`src/rtl/imem_loader.sv`:
```
// Boot loader: parses a [N:4B LE][4N payload bytes][XOR checksum] byte stream into 32-bit instruction memory writes.
// Latency: each write strobes one cycle after the word's 4th byte is accepted; in_ready is state-based, memory never backpressures.
module imem_loader #(
  parameter int REG_BITS    = 32,
  parameter int DEPTH_WORDS = 32768
) (
  input  logic                clk,
  input  logic                rst_n,
  input  logic                start,
  input  logic                in_valid,
  input  logic [7:0]          in_data,
  output logic                in_ready,
  output logic                we,
  output logic [REG_BITS-1:0] waddr,
  output logic [REG_BITS-1:0] wdata,
  output logic                busy,
  output logic                done,
  output logic                error,
  output logic                cpu_hold
);

  typedef enum logic [2:0] {IDLE, HDR, DATA, CHK, DONE, ERR} state_t;

  localparam logic [REG_BITS-1:0] DEPTH_L = REG_BITS'(DEPTH_WORDS);

  state_t              state, state_nxt;
  logic                accept;
  logic [1:0]          hcnt, bcnt;
  logic [REG_BITS-1:0] nwords, wcnt, word_buf;
  logic [REG_BITS-1:0] hdr_full, word_full;
  logic [7:0]          csum;

  assign in_ready  = (state == HDR) || (state == DATA) || (state == CHK);
  assign accept    = in_valid && in_ready;
  // Bytes shift in from the top, so after four accepts the first byte sits in [7:0].
  assign hdr_full  = {in_data, nwords[REG_BITS-1:8]};
  assign word_full = {in_data, word_buf[REG_BITS-1:8]};

  always_ff @(posedge clk or negedge rst_n) begin
    if (!rst_n) state <= IDLE;
    else        state <= state_nxt;
  end

  always_comb begin
    state_nxt = state;
    busy      = 1'b0;
    done      = 1'b0;
    error     = 1'b0;
    cpu_hold  = 1'b1;
    case (state)
      HDR, DATA, CHK: busy = 1'b1;
      DONE: begin
        done     = 1'b1;
        cpu_hold = 1'b0;
      end
      ERR:     error = 1'b1;
      default: ;
    endcase
    if (start) begin
      state_nxt = HDR;
    end else if (accept) begin
      case (state)
        HDR: if (hcnt == 2'd3) begin
          if (hdr_full > DEPTH_L)  state_nxt = ERR;
          else if (hdr_full == '0) state_nxt = CHK;
          else                     state_nxt = DATA;
        end
        DATA: if (bcnt == 2'd3 && wcnt == nwords - REG_BITS'(1)) state_nxt = CHK;
        CHK:     state_nxt = (in_data == csum) ? DONE : ERR;
        default: ;
      endcase
    end
  end

  // start takes priority over a same-cycle byte, discarding it and any partial word.
  always_ff @(posedge clk or negedge rst_n) begin
    if (!rst_n) begin
      hcnt     <= '0;
      bcnt     <= '0;
      wcnt     <= '0;
      nwords   <= '0;
      word_buf <= '0;
      csum     <= '0;
      we       <= 1'b0;
      waddr    <= '0;
      wdata    <= '0;
    end else begin
      we <= 1'b0;
      if (start) begin
        hcnt     <= '0;
        bcnt     <= '0;
        wcnt     <= '0;
        nwords   <= '0;
        word_buf <= '0;
        csum     <= '0;
      end else if (accept) begin
        case (state)
          HDR: begin
            nwords <= hdr_full;
            hcnt   <= hcnt + 2'd1;
          end
          DATA: begin
            word_buf <= word_full;
            csum     <= csum ^ in_data;
            bcnt     <= bcnt + 2'd1;
            if (bcnt == 2'd3) begin
              we    <= 1'b1;
              waddr <= wcnt;
              wdata <= word_full;
              wcnt  <= wcnt + REG_BITS'(1);
            end
          end
          default: ;
        endcase
      end
    end
  end

endmodule

```
`config.mk`:
```
export PLATFORM = sky130hd
export DESIGN_NAME = imem_loader
export DESIGN_NICKNAME = d
export VERILOG_FILES = /design/src/rtl/imem_loader.sv
export SDC_FILE = /design/constraint.sdc
export NUM_CORES = 1
export LEC_CHECK = 0
export ABC_AREA = 1
export CAP_MARGIN = 20
export CORE_MARGIN = 3
export CORE_UTILIZATION = 52
export DETAILED_ROUTE_END_ITERATION = 12
export GPL_TIMING_DRIVEN = 0
export PLACE_DENSITY = 0.76
export SYNTH_ARGS = -nofsm -noshare
export SYNTH_HDL_FRONTEND = slang
export SYNTH_SLANG_ARGS = --single-unit
```
`constraint.sdc`:
```
create_clock -name clk -period 1.9 [get_ports clk]
set_input_delay 0.475 -clock clk [delete_from_list [all_inputs] [get_ports clk]]
set_output_delay 0.475 -clock clk [all_outputs]
set_load 0.02 [all_outputs]
```
==> results.md, run 1 <==
- CTS buffer count: 17
- Worst slack, placed: -1310 ps
- Clock-pin slew on the worst setup and hold paths: 60 ps
- Root Driver: clkbuf_16
- Violated checks: setup timing
- Worst Hold Path Cells: 2
- Post-synthesis register bit count: 168
- Die area: 0.0183 mm²
- Unrepaired setup endpoints after global routing: yes
- Via/cell ratio: 5.65
- Worst EP arrival: between 2000 and 3000 ps
- Multi-input gate area: 0.00418 mm²
- Largest net degree at the start of global routing: about 120
- Area leader, netlist: dfrtp_1
- Worst slew pin tran: 801 ps
- Antenna diodes: 0
- Status: complete, but fails checks
- Final ANT Viol Nets: 0
- Post-synth EDFFs: 0
- Gpl congestion: 0.945
- Register area share after synthesis: 48.5%
- Filler instances: 1268
- Critical-path cell list: inv_2 > ha_4 > nand2_4 > nor2_4 > buf_4 > nand3_1 > nand2_1 > nand2_1 > nand2_1 > nand2_1 > nor2_1 > nand2_1 > nor2_1 > nand2_2 > nand2_4 > nand2_4 > nand2_2 > nand2_2
- Layout net count: 1262
- Leakage Power: 5.74 nW
- Mapped Area: between 0.008 and 0.009 mm²
- Finished layout cell area: around 0.011 mm²
- Final design utilization: between 60% and 70%
- Fin crit share: 123%
- H-Tree Depth: 4
- CTS tree: built
- Total track usage: 28.9%
- Crit Path Class: flop to flop
- Worst vdd ir: 0.634 mV
- Setup WS post-layout: -433 ps
- Skew final: approximately 13 ps
- CP max FO: 5
- Slowest stage delay, CP: ~420 ps
- Distinct cells, synth: slightly above 40
- Grt ovf: 0
- WL final: around 26000 µm
- Power, Total: 0.00783 W
- Final min period: 2330 ps
- Layout Area Growth over Synthesis: 30.1%
- HPWL after DPL: 17400 µm
- # IOs: 82
- Core area: between 0.015 and 0.02 mm²
- Final Hold Fails: 0
- MaxCap Viol Count: 0
- Power Density: around 690 mW/mm²
- Die span in x: ~140 µm
- Mapped Cells: 1093
- Worst Path Buf+Inv: 2
- Top cell by count, worst path: nand2_1
- Top_reg_cell synth: dfrtp_1
- Synth top area share: 48.5%
- Crit-path slowest cell: dfrtp_1
- Async SR Flop Fraction: 100%
- Vias in the first global route: 7776
- Synth area leaders: dfrtp_1, nand2_1, o21ai_0, inv_1, nand3_1
- Vias: around 8300
- Drt first-iter violations: 822
- Syn Nets: 1109
- IO Port Bufs: 81
- Finish-stage setup viols: 49
- Die Height: 135 µm
- Fmax: 0.429 GHz
- Worst path depth: 18
- Setup TNS: -8180 ps
- Slew Limit Fails: 0
- CP required: 2220 ps
- First-pass GRT wire length: 41200 µm
- Rel. slew slack: 46.6%
- DRC violations left: 0
- Clock buffer depth: 2
- Register Area: 0.00421 mm²
- Initial antenna violation count: 0
- DP Area: 0.00979 mm²
- Hold WC Path Type: flop to flop
- Wire per inst: 17.9 µm
- Initial core utilization: 53.8%
- Startpoint Class: flop
- Worst reg2reg path depth: 18
- Clk Latency, worst-skew pair: around 440 ps
- Pre-antenna DRT Iters: 5
- Layout cell share with drive strength beyond 1: 18.0%
- Delay-heaviest family, CP: simple AND/OR/NAND/NOR gates
- Setup crit end kind: flop
- Site Rows: 46
- Post-Syn Area per Cell: 7.93 µm²
- Ys Warns: 0
- Clk sinks: 168
## flip-flops by register name, indices dropped and copies added (netlist names)
signal / flops
we: 1
wdata: 32
waddr: 32
wcnt: 32
hcnt: 2
bcnt: 2
nwords: 32
state: 3
word_buf: 24
csum: 8
## layout make-up
class | count | area share, %
Sequential cell | 168 | 37.4
Clock inverter | 9 | 0.588
Multi-Input combinational cell | 756 | 37.1
Timing Repair Buffer | 133 | 11.5
Timing Repair inverter | 1 | 0.0444
Inverter | 130 | 4.39
Buffer | 39 | 2.37
Tap cell | 216 | 2.40
Clock buffer | 22 | 4.21
## path summary, 6_finish.rpt
kind	endpoint	from	slack (ps)
setup reg to reg	state[0]	nwords[1]	-430
hold / removal	waddr[29]	waddr[29]	470
min in group asynchronous	waddr[10]	rst_n	540
setup / recovery	state[0]	nwords[1]	-430
max in group asynchronous	nwords[16]	rst_n	420
hold reg to reg	waddr[29]	waddr[29]	470
## layout by cell type, fill, tap and decap left out, drive strengths merged, types with 2 or more instances in the layout
cell | synthesis | final
a21oi | 27 | 27
nor4 | 8 | 8
nor3 | 18 | 18
o21ai | 137 | 137
clkinv | 1 | 8
clkdlybuf4s50 | 0 | 46
nand2 | 271 | 271
nand3b | 8 | 8
xnor2 | 18 | 18
o31ai | 14 | 14
dfrtp | 168 | 168
mux2 | 3 | 3
dlygate4sd2 | 0 | 6
dlymetal6s2s | 0 | 23
inv | 129 | 131
o21bai | 3 | 3
a211oi | 2 | 2
nor2 | 114 | 114
nand4 | 16 | 16
xor2 | 15 | 15
buf | 13 | 72
ha | 4 | 4
clkbuf | 26 | 46
o21a | 2 | 2
nand3 | 92 | 92
## power breakdown
part	switching, W	total (W)	leakage (nW)	internal (W)
clock network	0.00145	0.00323	0.267	0.00178
registers	0.0000534	0.00366	2.32	0.00361
logic	0.000616	0.000943	3.15	0.000327
total	0.00212	0.00783	5.74	0.00571
## synthesized netlist by cell type, types with 4 or more instances
cell type,n
xor2_1,15
nor2_2,4
dfrtp_1,168
nand4_1,14
o21ai_0,136
nor4_1,8
nand2_1,266
nor2_4,9
o31ai_1,14
ha_1,4
inv_1,123
nor3_1,16
xnor2_1,18
inv_2,6
nand3b_1,8
nor2_1,100
buf_1,6
clkbuf_1,25
a21oi_1,27
nand3_1,87
buf_2,4
## cell families (layout without fill, tap and decap cells)
logic type	Yosys count	in the layout	synth area share, %
AOI/OAI and AO/OA	187	187	11.5
xor gates and xnor gates	34	34	3.61
adders and majority gates	4	4	0.577
buffers and inverters	169	334	7.56
DFF	168	168	48.5
muxes	3	3	0.390
and+or+nand+nor	528	528	27.9
## metal layers
| metal | vias to the layer above | track usage [%] | wire (µm) |
|---|---|---|---|
| met2 | 376 | 44.5 | 12400 |
| li1 | 3862 | - | - |
| met4 | 0 | 9.29 | 709 |
| met3 | 52 | 5.77 | 2040 |
| met5 | - | 0 | 0 |
| met1 | 4037 | 41.4 | 11200 |
## tightest hold or removal path, stage by stage, from the launching register on
cell and delay, ps:
dfrtp_1 340, nand2_1 50, nand2_1 50
## repair_timing
action,4_1_cts,5_1_grt
hold buffers,1,0
pin swaps,32,32
setup endpoints to repair,151,170
setup buffers,23,27
endpoints found under the hold margin,48,0
cloned,1,2
gates resized for setup,113,121
## through the flow
stage	hold WS (ps)	instances
after global routing	501	1474
after CTS	476	1447
after floorplan	179	1093
after detailed placement	404	1391
final	474	1474
after global placement	459	1390
Note: power is estimated with default switching activity, not from simulation.
==> run 2: changes to the inputs <==
Settings changed: CORE_UTILIZATION 52 to 30, PLACE_DENSITY 0.76 to default.
==> run 2 against run 1 <==
Effect of this change: the flow still finishes with violations (setup timing); fmax is 3.6% higher; register-to-register slack better by 80 ps; routed wire length is 5.1% higher; largest power group unchanged; critical endpoint is now state[2]; clock skew is 1.9 ps lower; clock power is 3% higher; first-iteration DRC count is 32% lower; cell count is 12% higher; combinational power is 2% higher; highest routed layer unchanged.
==> results.md, run 2 (synthesis results as in run 1) <==
- Status: complete, but fails checks
- Violated checks: setup timing
- Switching part of the total power: about a quarter
- Initial antenna violation count: 0
- Startpoint Class: flop
- Comb power frac: 12.1%
- Crit Path Class: flop to flop
- Leakage Power: 6.47 nW
- First-pass GRT wire length: 42500 µm
- Clock-pin slew on the worst setup and hold paths: 70 ps
- Gpl congestion: around 0.9
- Layout net count: 1270
- Critical Path Start: nwords[7]
- Clk sinks: 168
- DRC violations left: 0
- Vias: 8081
- Die span in x: approximately 180 µm
- # IOs: 82
- Power, Total: 0.00795 W
- Worst slew pin tran: 799 ps
- Multi-input gate area: 0.00457 mm²
- Wire per inst: 16.9 µm
- Skew final: 11.5 ps
- Unrepaired setup endpoints after global routing: yes
- Antenna diodes: 0
- Fin crit share: 119%
- NetSw: 0.00213 W
- CP max FO: 6
- Leading cell type in the layout, fill and taps excluded: nand2_1
- Clk network pwr share: 41.9%
- Slew Limit Fails: 0
- Final min period: 2250 ps
- Setup WS post-layout: -352 ps
- Pre-antenna DRT Iters: 5
- Layout Area Growth over Synthesis: 41.0%
- CP required: 2220 ps
- IO Port Bufs: 81
- Worst slack, placed: -1450 ps
- Vias in the first global route: slightly below 8000
- CTS tree: built
- Final ANT Viol Nets: 0
- Grt ovf: 0
- Worst vdd ir: 0.439 mV
- Fmax: 0.444 GHz
- WL final: 27700 µm
- Via/cell ratio: 4.92
- Die Height: 176 µm
- Register Area: around 0.0042 mm²
- Root Driver: clkbuf_16
- Total track usage: 17.4%
- Internal power: 0.00583 W
- Finish-stage setup viols: 52
- MaxCap Viol Count: 0
- R2R Setup Slk: -350 ps
- Largest net degree at the start of global routing: 86
- Worst EP arrival: around 2600 ps
- Power Density: ~650 mW/mm²
- Site Rows: 61
- Flop pwr share: 46.0%
- Clock buffer depth: 2
- Drt first-iter violations: 557
- Core area: 0.0282 mm²
- CTS buffer count: 17
- Hold WC Path Type: input port to async pin
- WHS: approximately 30 ps
- Clk Latency, worst-skew pair: roughly 430 ps
- Initial core utilization: 30.8%
- R2R Path Start: nwords[7]
- Setup crit end kind: flop
- Hold Buf Count CTS: 0
- Layout cell share with drive strength beyond 1: a little over a quarter
- Rel. slew slack: 46.7%
- Final Hold Fails: 0
- HPWL after DPL: between 15000 and 20000 µm
- Filler instances: 2700
- Most frequent cells in the layout: nand2_1, dfrtp_1, inv_1, nand3_1, nor2_1
- Die area: 0.0310 mm²
- H-Tree Depth: 4
==> run 2: cell count changes in the layout (fill, tap and decap cells not counted), moves of 6 or more <==
cell,before,now
nand2_4,11,28
clkbuf_1,15,9
o21ai_0,129,65
buf_4,46,40
dlymetal6s2s_1,23,50
clkdlybuf4s50_1,46,15
nand2_1,250,198
nand2_2,10,44
o21ai_2,1,33
o21ai_1,7,39
==> run 2: critical path, stage by stage, from the launching register on <==
cell,delay (ps)
dfrtp_1,480
nor2_4,150
nand2_2,80
nor2_4,220
buf_6,170
nand3_2,70
nand2_2,90
nand2_1,70
nand2_1,70
nand2_1,60
nor2_2,90
nand2_1,70
nor2_2,140
nand2_2,90
nand2_4,90
nand2_4,60
nand2_2,100
nand2_2,40
==> run 2: area by class of cell <==
| class | instances | area share (%) |
|---|---|---|
| Clock inverter | 9 | 0.747 |
| Clock buffer | 22 | 3.80 |
| Buffer | 39 | 2.55 |
| Sequential cell | 168 | 34.5 |
| Multi-Input combinational cell | 756 | 37.4 |
| Timing Repair Buffer | 142 | 13.0 |
| Inverter | 130 | 4.11 |
| Tap cell | 378 | 3.87 |
==> run 2: metal layers <==
metal | wire [µm] | vias up | track usage (%)
li1 | - | 3885 | -
met1 | 12400 | 3957 | 23.4
met2 | 13500 | 195 | 28.3
met3 | 1310 | 44 | 3.33
met4 | 567 | 0 | 5.41
met5 | 0 | - | 0
==> run 2: final timing paths <==
kind / cells after the start / endpoint
min in group clk: 2 / waddr[29]
min: 1 / wdata[27]
max: 17 / state[2]
max reg2reg: 17 / state[2]
min reg2reg: 2 / waddr[29]
max in group asynchronous: 2 / wcnt[29]
==> run 2: power by group through the flow <==
stage          clock [W]  sequential (W)  combinational (W)
6_report         0.00333         0.00366           0.000959
3_5_place_dp           0         0.00372           0.000815
2_1_floorplan          0         0.00370           0.000514
3_3_place_gp           0         0.00373           0.000801
5_1_grt          0.00353         0.00366            0.00107
4_1_cts          0.00340         0.00366           0.000872
==> run 2: what timing repair did <==
item                       in CTS  in global routing
resized for setup             133                343
pin swaps                      35                 37
setup endpoints to repair     154                177
setup buffers                  31                 23
cloned                          1                  6
==> run 2: stage by stage <==
step	std cells	utilization, %	TNS, ps	instance area (µm²)
2_1_floorplan	1093	-	0	8680
3_3_place_gp	1552	35.4	-1284930	9960
3_5_place_dp	1553	35.5	-138810	10000
4_1_cts	1616	39.3	-6890	11100
5_1_grt	1644	43.4	-8620	12200
6_report	1644	43.4	-3170	12200
==> run 3: changes to the inputs <==
Settings changed: CORE_UTILIZATION 30 to 45, PLACE_DENSITY from default to 0.68.
==> run 3 against run 2 <==
Effect of this change: the flow still finishes with violations (setup timing); clock skew about the same; count of clock-buffer cells in the layout decreased by 3; largest cell class unchanged; highest routed layer unchanged; first-iteration DRC count is 36% higher.
==> results.md, run 3 (synthesis results as in run 1) <==
- Status: complete, but fails checks
- DP Area: 0.00985 mm²
- Rel. slew slack: 44.6%
- Clock-pin slew on the worst setup and hold paths: about 70 ps
- Fmax: 0.432 GHz
- Core area: 0.0188 mm²
- Leading cell type in the layout, fill and taps excluded: nand2_1
- Drt first-iter violations: 759
- MaxCap Viol Count: 0
- Setup crit end kind: flop
- Power Density: 686 mW/mm²
- Layout net count: 1286
- Die area: ~0.021 mm²
- Initial antenna violation count: 0
- Vias: roughly 8400
- Largest net degree at the start of global routing: 122
- CP max FO: 7
- Crit Path Class: flop to flop
- Final ANT Viol Nets: 0
- Worst slew pin tran: around 830 ps
- CTS buffer count: 17
- Layout Area Growth over Synthesis: 42.8%
- DRC violations left: 0
- Die span in x: between 100 and 150 µm
- Wire per inst: 17.9 µm
- Hold WC Path Type: flop to flop
- Root Driver: clkbuf_16
- Site Rows: 50
- Worst vdd ir: roughly 0.68 mV
- Critical-path cell list: nor2_2 > nand2_2 > nor2_4 > nand2_4 > o21ai_0 > nand2_1 > nor2_1 > nand2_1 > nor2_2 > nand3_2 > nor2_2 > nand2_1 > nand2_2 > nand2_2 > nand2_1 > nand2_1
- Finish-stage setup viols: 79
- Slew Limit Fails: 0
- Clk sinks: 168
- Most frequent cells in the layout: nand2_1, dfrtp_1, inv_1, nand3_1, nor2_1
- IO Port Bufs: 81
- Worst path depth: 16
- WL final: around 28000 µm
- Finished layout cell area: 0.0124 mm²
- Crit-path slowest cell: dfrtp_2
- Unrepaired setup endpoints after global routing: yes
- Pre-antenna DRT Iters: 6
- # IOs: just over 80
- Gpl congestion: 0.939
- Worst reg2reg path depth: 16
- H-Tree Depth: 4
- Setup WS post-layout: -413 ps
- Leakage Power: 6.57 nW
- Clk Latency, worst-skew pair: 440 ps
- Fin crit share: 122%
- Filler instances: around 1500
- Delay-heaviest family, CP: simple AND/OR/NAND/NOR gates
- Antenna diodes: 0
- CP required: about 2200 ps
- Worst EP arrival: approximately 2600 ps
- Final Hold Fails: 0
- HPWL after DPL: 17800 µm
- Worst Path Buf+Inv: 0
- Die Height: 145 µm
- Startpoint Class: flop
- Final design utilization: ~66%
- Slowest stage delay, CP: 460 ps
- Total track usage: 26.2%
- Clock buffer depth: 2
- Vias in the first global route: 7795
- Via/cell ratio: around 5.4
- First-pass GRT wire length: about 42000 µm
- Top cell by count, worst path: nand2_1
- Violated checks: setup timing
- Layout cell share with drive strength beyond 1: between 20% and 30%
- CTS tree: built
- Final min period: 2310 ps
- Worst Hold Path Cells: 2
- Skew final: 11.4 ps
- Grt ovf: 0
- Initial core utilization: between 40 and 50%
==> run 3: cell count changes in the layout (fill, tap and decap cells not counted), sizes merged <==
cell / change
clkdlybuf4s50: +4
clkbuf: -7
inv: +2
buf: +19
dlygate4sd3: +1
bufinv: +3
dlymetal6s2s: -1
clkinv: -2
dlygate4sd2: -3
==> run 3: what timing repair did <==
action,4_1_cts,5_1_grt
gates cloned,7,2
hold buffers,1,0
endpoints found under the hold margin,47,0
buffers inserted,52,25
resized for setup,258,245
endpoints found under the setup margin,145,181
pin swaps,45,37
==> run 3: tightest hold or removal path, cell delays in order (launching register included) <==
cell and delay [ps]:
dfrtp_1 350, nand2_2 60, o21ai_2 40
==> run 3: stage by stage <==
| stage | TNS [ps] | hold WS (ps) | setup WS [ps] | cells | total power, W |
|---|---|---|---|---|---|
| 2_1_floorplan | 0 | 179 | 21.6 | 1093 | 0.00422 |
| 3_3_place_gp | -1244190 | 460 | -6660 | 1434 | 0.00452 |
| 5_1_grt | -12190 | 515 | -569 | 1542 | 0.00875 |
| 4_1_cts | -7570 | 485 | -302 | 1524 | 0.00841 |
| 6_report | -8050 | 482 | -413 | 1542 | 0.00849 |
| 3_5_place_dp | -134190 | 402 | -1410 | 1435 | 0.00453 |
==> run 3: final cells by class <==
cell class / count / area (µm²) / area share [%]
Buffer: 36 / 299 / 2.42
Clock buffer: 19 / 453 / 3.66
Clock inverter: 12 / 190 / 1.54
Inverter: 130 / 498 / 4.02
Multi-Input combinational cell: 756 / 4570 / 37.0
Sequential cell: 168 / 4220 / 34.1
Tap cell: 260 / 325 / 2.63
Timing Repair Buffer: 161 / 1810 / 14.7
==> run 3: layer usage <==
layer	vias to the layer above	global-route usage, %	routed length, µm	share of wire (%)
li1	3929	-	-	-
met1	4061	37.6	11900	43
met2	343	40.4	12900	47
met3	57	4.07	2030	7.4
met4	0	9.28	724	2.6
met5	-	0	0	0
==> run 3: path summary, 6_finish.rpt <==
check / startpoint / end / slack, ps
hold reg to reg: waddr[16] / waddr[16] / 480
min in group asynchronous: rst_n / waddr[29] / 540
hold / removal: waddr[16] / waddr[16] / 480
setup reg to reg: nwords[2] / state[0] / -410
setup / recovery: nwords[2] / state[0] / -410
max in group asynchronous: rst_n / nwords[16] / 440
==> run 3: report_power, final <==
group	switching [W]	internal (W)	leakage, nW
Combinational	0.000626	0.000372	3.94
Clock	0.00154	0.00229	0.314
Sequential	0.0000518	0.00361	2.31
Total	0.00222	0.00627	6.57
